### config.mk
export PLATFORM = sky130hd
export DESIGN_NAME = ste_rms_to_bcd
export DESIGN_NICKNAME = d
export VERILOG_FILES = /design/src/rtl/ste_disp_pkg.sv /design/src/rtl/ste_bin2bcd_dd.sv /design/src/rtl/ste_rms_to_bcd.sv
export SDC_FILE = /design/constraint.sdc
export NUM_CORES = 1
export LEC_CHECK = 0
export BUFFER_PORTS_ARGS = -buffer_cell sky130_fd_sc_hd__clkbuf_2
export CAP_MARGIN = 20
export CORE_UTILIZATION = 25
export DETAILED_ROUTE_END_ITERATION = 10
export GPL_ROUTABILITY_DRIVEN = 0
export GPL_TIMING_DRIVEN = 1
export SYNTH_ARGS = -nofsm -noshare
export SYNTH_HDL_FRONTEND = slang
export SYNTH_HIERARCHICAL = 1
export SYNTH_SLANG_ARGS = --single-unit
### constraint.sdc
create_clock -name clk -period 5.2 [get_ports clk]
set_input_delay 0.78 -clock clk [delete_from_list [all_inputs] [get_ports clk]]
set_output_delay 0.78 -clock clk [all_outputs]
set_load 0.01 [all_outputs]
### src/rtl/ste_disp_pkg.sv
// Shared types and constants for the RMS-to-BCD display path.
package ste_disp_pkg;

  localparam int BCD_NIBBLE_W = 4;

  typedef enum logic [1:0] {
    IDLE  = 2'd0,
    SCALE = 2'd1,
    SHIFT = 2'd2,
    DONE  = 2'd3
  } t_bcd_state;

  // 10^n, used for the saturation limit and the binary width
  function automatic int pow10(input int n);
    int r;
    r = 1;
    for (int i = 0; i < n; i++) r = r * 10;
    return r;
  endfunction

endpackage

### src/rtl/ste_bin2bcd_dd.sv
// Iterative double-dabble core: one add-3/shift step per clock after start.
module ste_bin2bcd_dd
  import ste_disp_pkg::*;
#(
  parameter int BIN_W  = 17,
  parameter int DIGITS = 5
) (
  input  logic                           clk,
  input  logic                           rst,
  input  logic                           start,
  input  logic [BIN_W-1:0]               bin,
  output logic                           done,
  output logic [BCD_NIBBLE_W*DIGITS-1:0] bcd
);

  localparam int BCD_W = BCD_NIBBLE_W * DIGITS;
  localparam int CNT_W = $clog2(BIN_W + 1);

  logic [BCD_W-1:0] bcd_r;
  logic [BCD_W-1:0] adj;
  logic [BIN_W-1:0] bin_r;
  logic [CNT_W-1:0] cnt;
  logic             active;

  always_comb begin
    adj = bcd_r;
    for (int i = 0; i < DIGITS; i++) begin
      if (bcd_r[i*BCD_NIBBLE_W +: BCD_NIBBLE_W] >= 4'd5)
        adj[i*BCD_NIBBLE_W +: BCD_NIBBLE_W] = bcd_r[i*BCD_NIBBLE_W +: BCD_NIBBLE_W] + 4'd3;
    end
  end

  // done marks the cycle whose edge performs the final shift
  assign done = active && (cnt == CNT_W'(1));
  assign bcd  = bcd_r;

  always_ff @(posedge clk) begin
    if (rst) begin
      bcd_r  <= '0;
      bin_r  <= '0;
      cnt    <= '0;
      active <= 1'b0;
    end else if (start) begin
      bcd_r  <= '0;
      bin_r  <= bin;
      cnt    <= CNT_W'(BIN_W);
      active <= 1'b1;
    end else if (active) begin
      bcd_r <= {adj[BCD_W-2:0], bin_r[BIN_W-1]};
      bin_r <= {bin_r[BIN_W-2:0], 1'b0};
      cnt   <= cnt - CNT_W'(1);
      if (cnt == CNT_W'(1)) active <= 1'b0;
    end
  end

endmodule

### src/rtl/ste_rms_to_bcd.sv
// Scales the RMS code to millivolts, saturates, and converts it to packed BCD.
module ste_rms_to_bcd
  import ste_disp_pkg::*;
#(
  parameter int DATA_W      = 16,
  parameter int SCALE_NUM   = 1000,
  parameter int SCALE_SHIFT = 16,
  parameter int DIGITS      = 5
) (
  input  logic                           clk,
  input  logic                           rst,
  input  logic [DATA_W-1:0]              din_i,
  input  logic                           din_update_i,
  input  logic                           clr_i,
  output logic [BCD_NIBBLE_W*DIGITS-1:0] bcd_o,
  output logic                           ovf_o,
  output logic                           busy_o,
  output logic                           dout_update_o
);

  localparam int PROD_W  = DATA_W + $clog2(SCALE_NUM + 1);
  localparam int MAX_VAL = pow10(DIGITS) - 1;
  localparam int BIN_W   = $clog2(pow10(DIGITS));
  localparam int BCD_W   = BCD_NIBBLE_W * DIGITS;
  localparam int CMP_W   = (PROD_W > 32) ? PROD_W : 32;

  t_bcd_state        state, state_nxt;
  logic [DATA_W-1:0] sample;
  logic              pending;
  logic              ovf_hold;
  logic [PROD_W-1:0] prod;
  logic [PROD_W-1:0] scaled;
  logic              over;
  logic [BIN_W-1:0]  bin_sat;
  logic              kill;
  logic              core_start;
  logic              core_done;
  logic [BCD_W-1:0]  core_bcd;

  assign kill    = rst | clr_i;
  assign prod    = PROD_W'(sample) * PROD_W'(SCALE_NUM);
  assign scaled  = prod >> SCALE_SHIFT;
  assign over    = CMP_W'(scaled) > CMP_W'(MAX_VAL);
  assign bin_sat = over ? BIN_W'(MAX_VAL) : BIN_W'(scaled);
  assign busy_o  = (state != IDLE);

  always_comb begin
    state_nxt  = state;
    core_start = 1'b0;
    case (state)
      IDLE:  if (din_update_i) state_nxt = SCALE;
      SCALE: begin
        core_start = 1'b1;
        state_nxt  = SHIFT;
      end
      SHIFT: if (core_done) state_nxt = DONE;
      DONE:  state_nxt = (pending || din_update_i) ? SCALE : IDLE;
      default: state_nxt = IDLE;
    endcase
  end

  // sample always holds the newest strobe; SCALE consumes it on its edge,
  // so a strobe arriving while busy simply replaces any earlier waiting one
  always_ff @(posedge clk) begin
    if (kill) begin
      state         <= IDLE;
      sample        <= '0;
      pending       <= 1'b0;
      ovf_hold      <= 1'b0;
      bcd_o         <= '0;
      ovf_o         <= 1'b0;
      dout_update_o <= 1'b0;
    end else begin
      state         <= state_nxt;
      dout_update_o <= (state == DONE);
      if (din_update_i) sample <= din_i;
      if (state == DONE)
        pending <= 1'b0;
      else if (din_update_i && state != IDLE)
        pending <= 1'b1;
      if (state == SCALE) ovf_hold <= over;
      if (state == DONE) begin
        bcd_o <= core_bcd;
        ovf_o <= ovf_hold;
      end
    end
  end

  ste_bin2bcd_dd #(
    .BIN_W (BIN_W),
    .DIGITS(DIGITS)
  ) u_dd (
    .clk  (clk),
    .rst  (kill),
    .start(core_start),
    .bin  (bin_sat),
    .done (core_done),
    .bcd  (core_bcd)
  );

endmodule
==> reports/results.ini, run 1 <==
[floorplan]
rows = 58
die_area_um2 = 26500
core_um2 = 25300
ios = 43
initial_core_util_pct = 25.6
fp.dieH_um = 163
die_width_um = 163

[layout]
stdcell_count = 1080
multi_input_area_um2 = 4250
area.sequential_um2 = 1660
fill_cells = 2671
utilization_pct = 28.6
areaGrowthSynthToFinish_pct = 11.8
drive_above_1_share_pct = 11.9
postLayoutCellArea_um2 = 7220
diodes = 0
nets = 885

[run]
maxCapViolCount = 0

[global_routing]
antenna_found_initial = 1
grt_max_degree = 63
overflow = 0
grt_pass1_vias = 4829
grt.total_usage_pct = 10.6
grt_first_pass_wirelength_um = 23100

[drt]
drtAntennaViolNets = 0
drt-pass1-iter-count = 4
viasPerCell = 4.42
vias = 4778
drc = 0
drt_wl_total_um = 12900
route.detailed.wl_per_inst_um = 12.0
drtIter0Drc = 185

[logic_synthesis]
synth_ff_type = dfxtp_1
synth_most_common_cell = inv_1
syn_inst = 712
ys_top_cells_by_count = 102 x inv_1, 83 x dfxtp_1, 67 x ha_1, 61 x nand2_1, 58 x nor2_1
synth-seq-cells = 83
synth-edff-count = 0
synth_area_leader_cell = dfxtp_1
synth.distinct_cells = 59
seq_area_frac_synth_pct = 25.7
async_flop_share_pct = 0
yosysWarnings = 6
syn_area_um2 = 6460
synth.avg_cell_area_um2 = 9.08
synth_top_area_share_pct = 25.7
yosys-top-cells-area = dfxtp_1 26%, fa_1 16%, ha_1 13%

[clock_network]
cts.sinks = 83
cts.clk_slew.worst_paths_ps = 60
cts_made_buffers = 9
clkLatencyLatePin_ps = 340
h-tree-depth = 3
clockRootBuffer = clkbuf_16
clock_path_buffers = 2
cts-resized-gates = 0
cts_tree = done
cts_setup_buffers = 0
hold_buffers = 0

[hold_path]
min_path_type = register to register
whs_path_depth = 2
hold_path_end = bcd_o[12]$_SDFFE_PP0P_
hp-start = bcd_o[12]$_SDFFE_PP0P_

[critical_path]
worst_setup_path_start_kind = register
rr_worst_depth = 15
crit_fanout = 7
arrival_ps = 4840
regToRegEndpoint = u_dd/bin_r[9]$_SDFFE_PP0P_
reg2reg_from = sample[7]$_SDFFE_PP0P_
endpoint_kind = register
r2r_setup_slack_ps = 550
crit_type = register to register
worstPathRequired_ps = 5390

[timing]
worstMarginPinSlew_ps = 807
maxSlewHeadroom_pct = 46.2
rsz0062_at_grt = false
fin_crit_ps = 4650
fin_skew_ps = 7.73
setup_violations = 0
fin_crit_sh_pct = 89.4
slew_violations = 0
fmax_mhz = 215
setup_tns_ps = 0
hold_viol_final = 0

[power_and_ir_drop]
switching_power_mw = 0.455
pwr-share-clk_pct = 39.4
p_leak_nw = 2.90
switching_share_pct = 29.7
vdd_drop_max_mv = 0.132
powerDensity_nw_per_um2 = 212
intPower_mw = 1.08
seqPwrFrac_pct = 43.0
comb_power_share_pct = 17.6

[outcome]
run_status = completed

[placed_design]
place_inst = 1064
postPlaceCellArea_um2 = 6950
dp_hpwl_um = 9570
port_buffers = 41

==> critical path, stage by stage, from the launching register on <==
cell and delay (ps):
dfxtp_1 480, inv_1 180, fa_1 590, fa_1 440, fa_1 500, fa_1 510
inv_1 50, ha_1 390, a21oi_1 220, o21ai_0 210, a221oi_2 340, nand2_2 110
nor4_1 280, nor4b_1 90, nand2_1 70, a21oi_1 60
==> power groups by stage <==
| stage | clock network [mW] | logic (mW) | registers [mW] |
|---|---|---|---|
| floorplan | 0 | 0.224 | 0.668 |
| CTS | 0.624 | 0.276 | 0.661 |
| detailed placement | 0 | 0.274 | 0.675 |
| global placement | 0 | 0.270 | 0.675 |
| global route | 0.653 | 0.318 | 0.663 |
| finish | 0.604 | 0.270 | 0.660 |
==> cell usage in the layout, fill, tap and decap left out, drive strengths merged, types with 9 or more instances in the layout <==
master    n
ha       67
nand3    19
inv     104
o21ai    23
nand2    62
mux2     16
nand2b   10
a31oi    12
mux2i    38
fa       53
dfxtp    83
o211ai    9
nor2     59
a21oi    44
clkbuf   52
==> layout make-up <==
| type | instances | area share, % |
|---|---|---|
| Timing Repair Buffer | 45 | 3.26 |
| Tap cell | 330 | 5.72 |
| Clock inverter | 5 | 0.520 |
| Sequential cell | 83 | 23.0 |
| Inverter | 104 | 5.40 |
| Clock buffer | 11 | 3.22 |
| Multi-Input combinational cell | 502 | 58.9 |
==> how the worst max path moves through the flow <==
stage | from | end | slack (ps) | cells past startpoint
finish | sample[7]$_SDFFE_PP0P_ | u_dd/bin_r[9]$_SDFFE_PP0P_ | 550 | 15
global route | sample[2]$_SDFFE_PP0P_ | u_dd/bin_r[6]$_SDFFE_PP0P_ | 200 | 15
CTS | sample[9]$_SDFFE_PP0P_ | u_dd/bin_r[9]$_SDFFE_PP0P_ | 520 | 17
detailed placement | sample[9]$_SDFFE_PP0P_ | u_dd/bin_r[9]$_SDFFE_PP0P_ | 550 | 17
global placement | sample[9]$_SDFFE_PP0P_ | u_dd/bin_r[9]$_SDFFE_PP0P_ | 610 | 17
floorplan | sample[9]$_SDFFE_PP0P_ | u_dd/bin_r[9]$_SDFFE_PP0P_ | 800 | 18
==> through the flow <==
stage / power [mW] / worst slack (ps) / hold WS [ps]
after floorplan: 0.892 / 803 / 458
final: 1.53 / 551 / 494
after global placement: 0.945 / 615 / 477
after detailed placement: 0.950 / 548 / 483
after global routing: 1.63 / 203 / 527
after CTS: 1.56 / 524 / 500
==> registers in the layout (all words and copies together) (netlist names) <==
name,cells
bcd_o,20
u_dd/bcd,20
u_dd/bin_r,17
sample,16
u_dd/cnt,5
state,2
dout_update_o,1
pending,1
u_dd/active,1
==> routing by layer <==
metal / part of all wire (%) / wire, µm / up-vias / global-route usage, %
met1: 49 / 6300 / 2291 / 14.1
met4: 1.2 / 160 / 0 / 3.36
met5: 0 / 0 / - / 0
li1: - / - / 2438 / -
met3: 2.5 / 317 / 7 / 1.38
met2: 48 / 6150 / 42 / 17.6
==> logic make-up (layout without fill, tap and decap cells) <==
logic type | Yosys count | after routing | share of synthesized area, %
flip-flops | 83 | 83 | 25.7
buffers and inverters | 134 | 165 | 8.91
AO/OA/AOI/OAI | 124 | 124 | 12.2
XOR/XNOR | 14 | 14 | 1.90
adder cells (fa/ha/maj) | 120 | 120 | 29.4
other | 1 | 8 | 0.0580
multiplexers | 54 | 54 | 8.67
AND/OR/NAND/NOR | 182 | 182 | 13.2
Power figures use the tool's default switching activity.
==> inputs of run 2 (changes only) <==
--- a/config.mk
+++ b/config.mk
@@ -5,12 +5,14 @@
 export SDC_FILE = /design/constraint.sdc
 export NUM_CORES = 1
 export LEC_CHECK = 0
-export BUFFER_PORTS_ARGS = -buffer_cell sky130_fd_sc_hd__clkbuf_2
 export CAP_MARGIN = 20
 export CORE_UTILIZATION = 25
+export CTS_CLUSTER_SIZE = 24
 export DETAILED_ROUTE_END_ITERATION = 10
+export DONT_BUFFER_PORTS = 1
 export GPL_ROUTABILITY_DRIVEN = 0
 export GPL_TIMING_DRIVEN = 1
+export HOLD_SLACK_MARGIN = 0.02
 export SYNTH_ARGS = -nofsm -noshare
 export SYNTH_HDL_FRONTEND = slang
 export SYNTH_HIERARCHICAL = 1
==> run 2 against run 1 <==
Against the previous run:
- register-to-register slack improved by 20 ps
- flip-flop and latch count unchanged
- core utilization decreased by 0.58 points
- die area unchanged
- via count decreased by 2.3%
- sequential share of layout area increased by 0.48 points
- first-iteration DRC count decreased by 27%
- non-clock buffer count decreased by 42
==> reports/results.ini, run 2 (synthesis gave the netlist of run 1 again) <==
[outcome]
run_status = completed

[drt]
met2_length_um = 5890  ; -4.3%
m1WireLength_um = 6150  ; -2.4%
drt-pass1-iter-count = 4  ; unchanged
routed.top_layer = met4
drt_wl_total_um = 12600  ; -2.3%
drc = 0  ; unchanged
drtIter0Drc = 135  ; -27%
viasPerCell = 4.50  ; +1.7%
drtAntennaViolNets = 0  ; unchanged
vias = 4670  ; -2.3%
dr_wl_met3_um = 419  ; +32%
route.detailed.wl_per_inst_um = 12.2  ; +1.6%

[timing]
maxSlewHeadroom_pct = 48.1  ; +1.9 points
setup_tns_ps = 0  ; unchanged
fin_crit_ps = 4630  ; -15.1 ps
fmax_mhz = 216  ; +0.32%
fin_skew_ps = 9.88  ; +2.16 ps
setup_violations = 0  ; unchanged
worstMarginPinSlew_ps = 778  ; -29.1 ps
slew_violations = 0  ; unchanged
fin_crit_sh_pct = 89.1  ; -0.29 points
rsz0062_at_grt = false
hold_viol_final = 0  ; unchanged

[hold_path]
whs_path_depth = 2  ; unchanged
min_path_type = register to register
hp-start = u_dd/cnt[1]$_SDFFE_PP0P_
hold_path_end = u_dd/cnt[1]$_SDFFE_PP0P_

[critical_path]
arrival_ps = 4830  ; about the same
rr_worst_depth = 17  ; +2
regToRegEndpoint = u_dd/bin_r[9]$_SDFFE_PP0P_
crit_path_top_delay_cell = fa_1
crit_type = register to register
crit_chain = inv_1 -> fa_1 -> fa_1 -> inv_1 -> fa_1 -> inv_1 -> fa_1 -> inv_1 -> ha_1 -> a21o_1 -> a21o_1 -> a221oi_2 -> nand2_2 -> nor4_1 -> nor4b_1 -> nand2_1 -> a21oi_1
slowest_delay_ps = 540  ; -50 ps
reg2reg_from = sample[11]$_SDFFE_PP0P_
worst_setup_path_start_kind = register
endpoint_kind = register
worstPathRequired_ps = 5400  ; about the same
r2r_setup_slack_ps = 570  ; +20 ps
crit_fanout = 7  ; unchanged

[clock_network]
clockRootBuffer = clkbuf_16
clkLatencyLatePin_ps = 350  ; about the same
hold_buffers = 0  ; unchanged
cts.clk_slew.worst_paths_ps = 70  ; about the same
cts_made_buffers = 9  ; unchanged
cts.sinks = 83  ; unchanged
cts_tree = done
h-tree-depth = 3  ; unchanged
clock_path_buffers = 2  ; unchanged
cts_setup_buffers = 0  ; unchanged
cts-resized-gates = 0  ; unchanged

[floorplan]
initial_core_util_pct = 25.6  ; unchanged
die_width_um = 163  ; unchanged
rows = 58  ; unchanged
die_area_um2 = 26500  ; unchanged
ios = 43  ; unchanged
core_um2 = 25300  ; unchanged
fp.dieH_um = 163  ; unchanged

[global_routing]
overflow = 0  ; unchanged
grt_pass1_vias = 4646  ; -3.8%
grt_max_degree = 58  ; -7.9%
grt_first_pass_wirelength_um = 22000  ; -4.7%
antenna_found_initial = 0  ; -1
grt.total_usage_pct = 10.1  ; -0.44 points

[layout]
nets = 843  ; -4.7%
final_common_cell = inv_1
layout_common_cells = 102 x inv_1, 82 x dfxtp_1, 67 x ha_1
areaGrowthSynthToFinish_pct = 9.49
fill_cells = 2676  ; +0.19%
multi_input_area_um2 = 4250  ; unchanged
area.sequential_um2 = 1660  ; unchanged
utilization_pct = 28.0  ; -0.58 points
diodes = 0  ; unchanged
drive_above_1_share_pct = 6.92  ; -4.9 points

[placed_design]
dp_hpwl_um = 9300  ; -2.9%
port_buffers = 0  ; -100%

[run]
maxCapViolCount = 0  ; unchanged

[power_and_ir_drop]
powerDensity_nw_per_um2 = 233  ; +9.7%
p_leak_nw = 2.74  ; -5.2%
vdd_drop_max_mv = 0.161  ; +21%

[run 2: metal layers]
| layer | global-route usage (%) | vias to the layer above |
|---|---|---|
| li1 | - | 2354 |
| met1 | 13.3 | 2252 |
| met2 | 16.7 | 49 |
| met3 | 1.81 | 15 |
| met4 | 3.40 | 0 |
| met5 | 0 | - |
[run 2: power breakdown]
part,switching [mW],total (mW),internal (mW),leakage [nW]
registers,0.0142,0.659,0.645,0.671
clock network,0.294,0.734,0.441,0.161
logic,0.154,0.256,0.102,1.91
total,0.462,1.65,1.19,2.74
[run 2: worst max-delay path, delay by kind of cell, from the launching register on]
kind / cells / cell delay (ps)
compound gates: 4 / 790
fa+ha+maj: 5 / 2400
buf+inv: 4 / 300
flops: 1 / 450
simple gates: 4 / 550
[run 2: area by class of cell]
type	instances	share of cell area, %
multi-input cells	502	60.1
flip-flops and latches	83	23.5
well taps	330	5.84
inverters	104	5.52
clock buffers	10	3.38
clock inverters	6	1.36
repair buffers	3	0.318
[run 2: stage by stage]
stage	instances	worst slack [ps]	hold WS (ps)	power (mW)	cell area [µm²]
floorplan	719	803	458	0.892	6490
detailed placement	1022	575	488	0.933	6740
CTS	1038	549	494	1.68	7080
global route	1038	147	514	1.75	7080
finish	1038	566	495	1.65	7080
global placement	1022	624	483	0.933	6740
[run 2: how the worst max path moves through the flow]
stage	from	to	slack (ps)	cells after the start
final	sample[11]$_SDFFE_PP0P_	u_dd/bin_r[9]$_SDFFE_PP0P_	570	17
after floorplan	sample[9]$_SDFFE_PP0P_	u_dd/bin_r[9]$_SDFFE_PP0P_	800	18
after global routing	sample[9]$_SDFFE_PP0P_	u_dd/bin_r[9]$_SDFFE_PP0P_	150	17
after global placement	sample[9]$_SDFFE_PP0P_	u_dd/bin_r[9]$_SDFFE_PP0P_	620	17
after CTS	sample[9]$_SDFFE_PP0P_	u_dd/bin_r[9]$_SDFFE_PP0P_	550	17
after detailed placement	sample[9]$_SDFFE_PP0P_	u_dd/bin_r[9]$_SDFFE_PP0P_	570	17
==> inputs of run 3 (changes only) <==
--- a/config.mk
+++ b/config.mk
@@ -13,6 +13,8 @@
 export GPL_ROUTABILITY_DRIVEN = 0
 export GPL_TIMING_DRIVEN = 1
 export HOLD_SLACK_MARGIN = 0.02
+export PLACE_DENSITY = 0.44
+export SKIP_LAST_GASP = 1
 export SYNTH_ARGS = -nofsm -noshare
 export SYNTH_HDL_FRONTEND = slang
 export SYNTH_HIERARCHICAL = 1
==> run 3 against run 2 <==
Against the previous run:
- wire length increased by 5.2%
- non-clock buffer count rose by 1
- final area down 0.53%
- critical path depth stayed put
- largest cell class unchanged
- highest routed layer unchanged
==> reports/results.ini, run 3 (synthesis gave the netlist of run 1 again) <==
[clock_network]
clockRootBuffer = clkbuf_16
h-tree-depth = 3  ; unchanged
cts_tree = done
clkLatencyLatePin_ps = 350  ; about the same
hold_buffers = 0  ; unchanged
cts-resized-gates = 0  ; unchanged
cts_made_buffers = 9  ; unchanged
cts_setup_buffers = 0  ; unchanged
cts.clk_slew.worst_paths_ps = 70  ; about the same
clock_path_buffers = 2  ; unchanged
cts.sinks = 83  ; unchanged

[layout]
drive_above_1_share_pct = 7.05  ; +0.13 points
areaGrowthSynthToFinish_pct = 8.91
diodes = 0  ; unchanged
stdcell_count = 1039  ; +0.096%
utilization_pct = 27.9  ; -0.15 points
final_common_cell = inv_1
layout_common_cells = 102 x inv_1, 82 x dfxtp_1, 67 x ha_1
fill_cells = 2717  ; +1.5%
nets = 844  ; +0.12%

[placed_design]
dp_hpwl_um = 9820  ; +5.6%
port_buffers = 0  ; unchanged
place_inst = 1023  ; +0.098%

[critical_path]
endpoint_kind = register
worstPathRequired_ps = 5400  ; about the same
crit_fanout = 7  ; unchanged
worst_setup_path_start_kind = register
crit_type = register to register
arrival_ps = 4870  ; +40 ps

[hold_path]
min_path_type = register to register

[floorplan]
die_width_um = 163  ; unchanged
rows = 58  ; unchanged
ios = 43  ; unchanged
core_um2 = 25300  ; unchanged
initial_core_util_pct = 25.6  ; unchanged
fp.dieH_um = 163  ; unchanged
die_area_um2 = 26500  ; unchanged

[power_and_ir_drop]
powerDensity_nw_per_um2 = 222  ; -4.8%
p_leak_nw = 2.73  ; -0.53%
finalPower_mw = 1.56  ; -5.3%
vdd_drop_max_mv = 0.143  ; -11%

[timing]
fmax_mhz = 214  ; -0.79%
fin_crit_sh_pct = 89.8  ; +0.71 points
setup_violations = 0  ; unchanged
slew_violations = 0  ; unchanged
maxSlewHeadroom_pct = 44.0  ; -4.2 points
worstMarginPinSlew_ps = 841  ; +62.3 ps
fin_crit_ps = 4670  ; +37.0 ps
hold_viol_final = 0  ; unchanged
rsz0062_at_grt = false
setup_tns_ps = 0  ; unchanged
fin_skew_ps = 9.61  ; -0.270 ps

[run]
maxCapViolCount = 0  ; unchanged

[drt]
drtIter0Drc = 188  ; +39%
route.detailed.wl_per_inst_um = 12.8  ; +5.1%
drtAntennaViolNets = 0  ; unchanged
drt-pass1-iter-count = 4  ; unchanged
vias = 4540  ; -2.8%
viasPerCell = 4.37  ; -2.9%
drt_wl_total_um = 13300  ; +5.2%
drc = 0  ; unchanged

[global_routing]
overflow = 0  ; unchanged
grt_first_pass_wirelength_um = 23600  ; +7.1%
grt_pass1_vias = 4627  ; -0.41%
grt_max_degree = 61  ; +5.2%
antenna_found_initial = 0  ; unchanged
grt.total_usage_pct = 11.0  ; +0.90 points

[outcome]
run_status = completed

[run 3: final timing paths]
kind                                                   from                          to  slack (ps)  cells past startpoint
worst max register to register      sample[11]$_SDFFE_PP0P_  u_dd/bin_r[9]$_SDFFE_PP0P_         530                     17
worst max-delay path                sample[11]$_SDFFE_PP0P_  u_dd/bin_r[9]$_SDFFE_PP0P_         530                     17
worst min-delay path            u_dd/bin_r[16]$_SDFFE_PP0P_    u_dd/bcd[0]$_SDFFE_PP0P_         490                      2
worst min register to register  u_dd/bin_r[16]$_SDFFE_PP0P_    u_dd/bcd[0]$_SDFFE_PP0P_         490                      2
[run 3: cell type report]
cell class,instances,area (µm²),area share [%]
Inverter,104,390,5.55
Clock buffer,9,225,3.20
Sequential cell,83,1660,23.6
Multi-Input combinational cell,502,4250,60.4
Timing Repair Buffer,4,30.0,0.427
Tap cell,330,413,5.87
Clock inverter,7,65.1,0.924
[run 3: critical path: stages (launching register included)]
cell      delay (ps)
dfxtp_1          450
inv_1            170
fa_1             480
fa_1             540
inv_1             50
fa_1             520
inv_1             50
fa_1             490
inv_1             40
ha_1             380
a21o_1           220
a21o_1           180
a221oi_2         310
nand2_2          110
nor4_1           290
nor4b_1           90
nand2_1           70
a21oi_1           70
[run 3: metrics by stage]
stage / area, µm² / hold WS [ps] / setup slack (ps)
final: 7040 / 494 / 529
after global routing: 7040 / 550 / 169
after CTS: 7040 / 498 / 522
after floorplan: 6490 / 458 / 803
after detailed placement: 6750 / 481 / 549
after global placement: 6750 / 479 / 595
[run 3: routing by layer]
layer | track usage (%) | vias to the layer above | share of wire (%)
li1 | - | 2352 | -
met1 | 15.2 | 2142 | 51
met2 | 17.5 | 42 | 45
met3 | 2.04 | 4 | 2.6
met4 | 3.06 | 0 | 0.82
met5 | 0 | - | 0
[run 3: where the power goes]
group	switching, mW	internal [mW]
registers	0.0136	0.645
logic	0.158	0.103
clock network	0.306	0.338
total	0.478	1.09
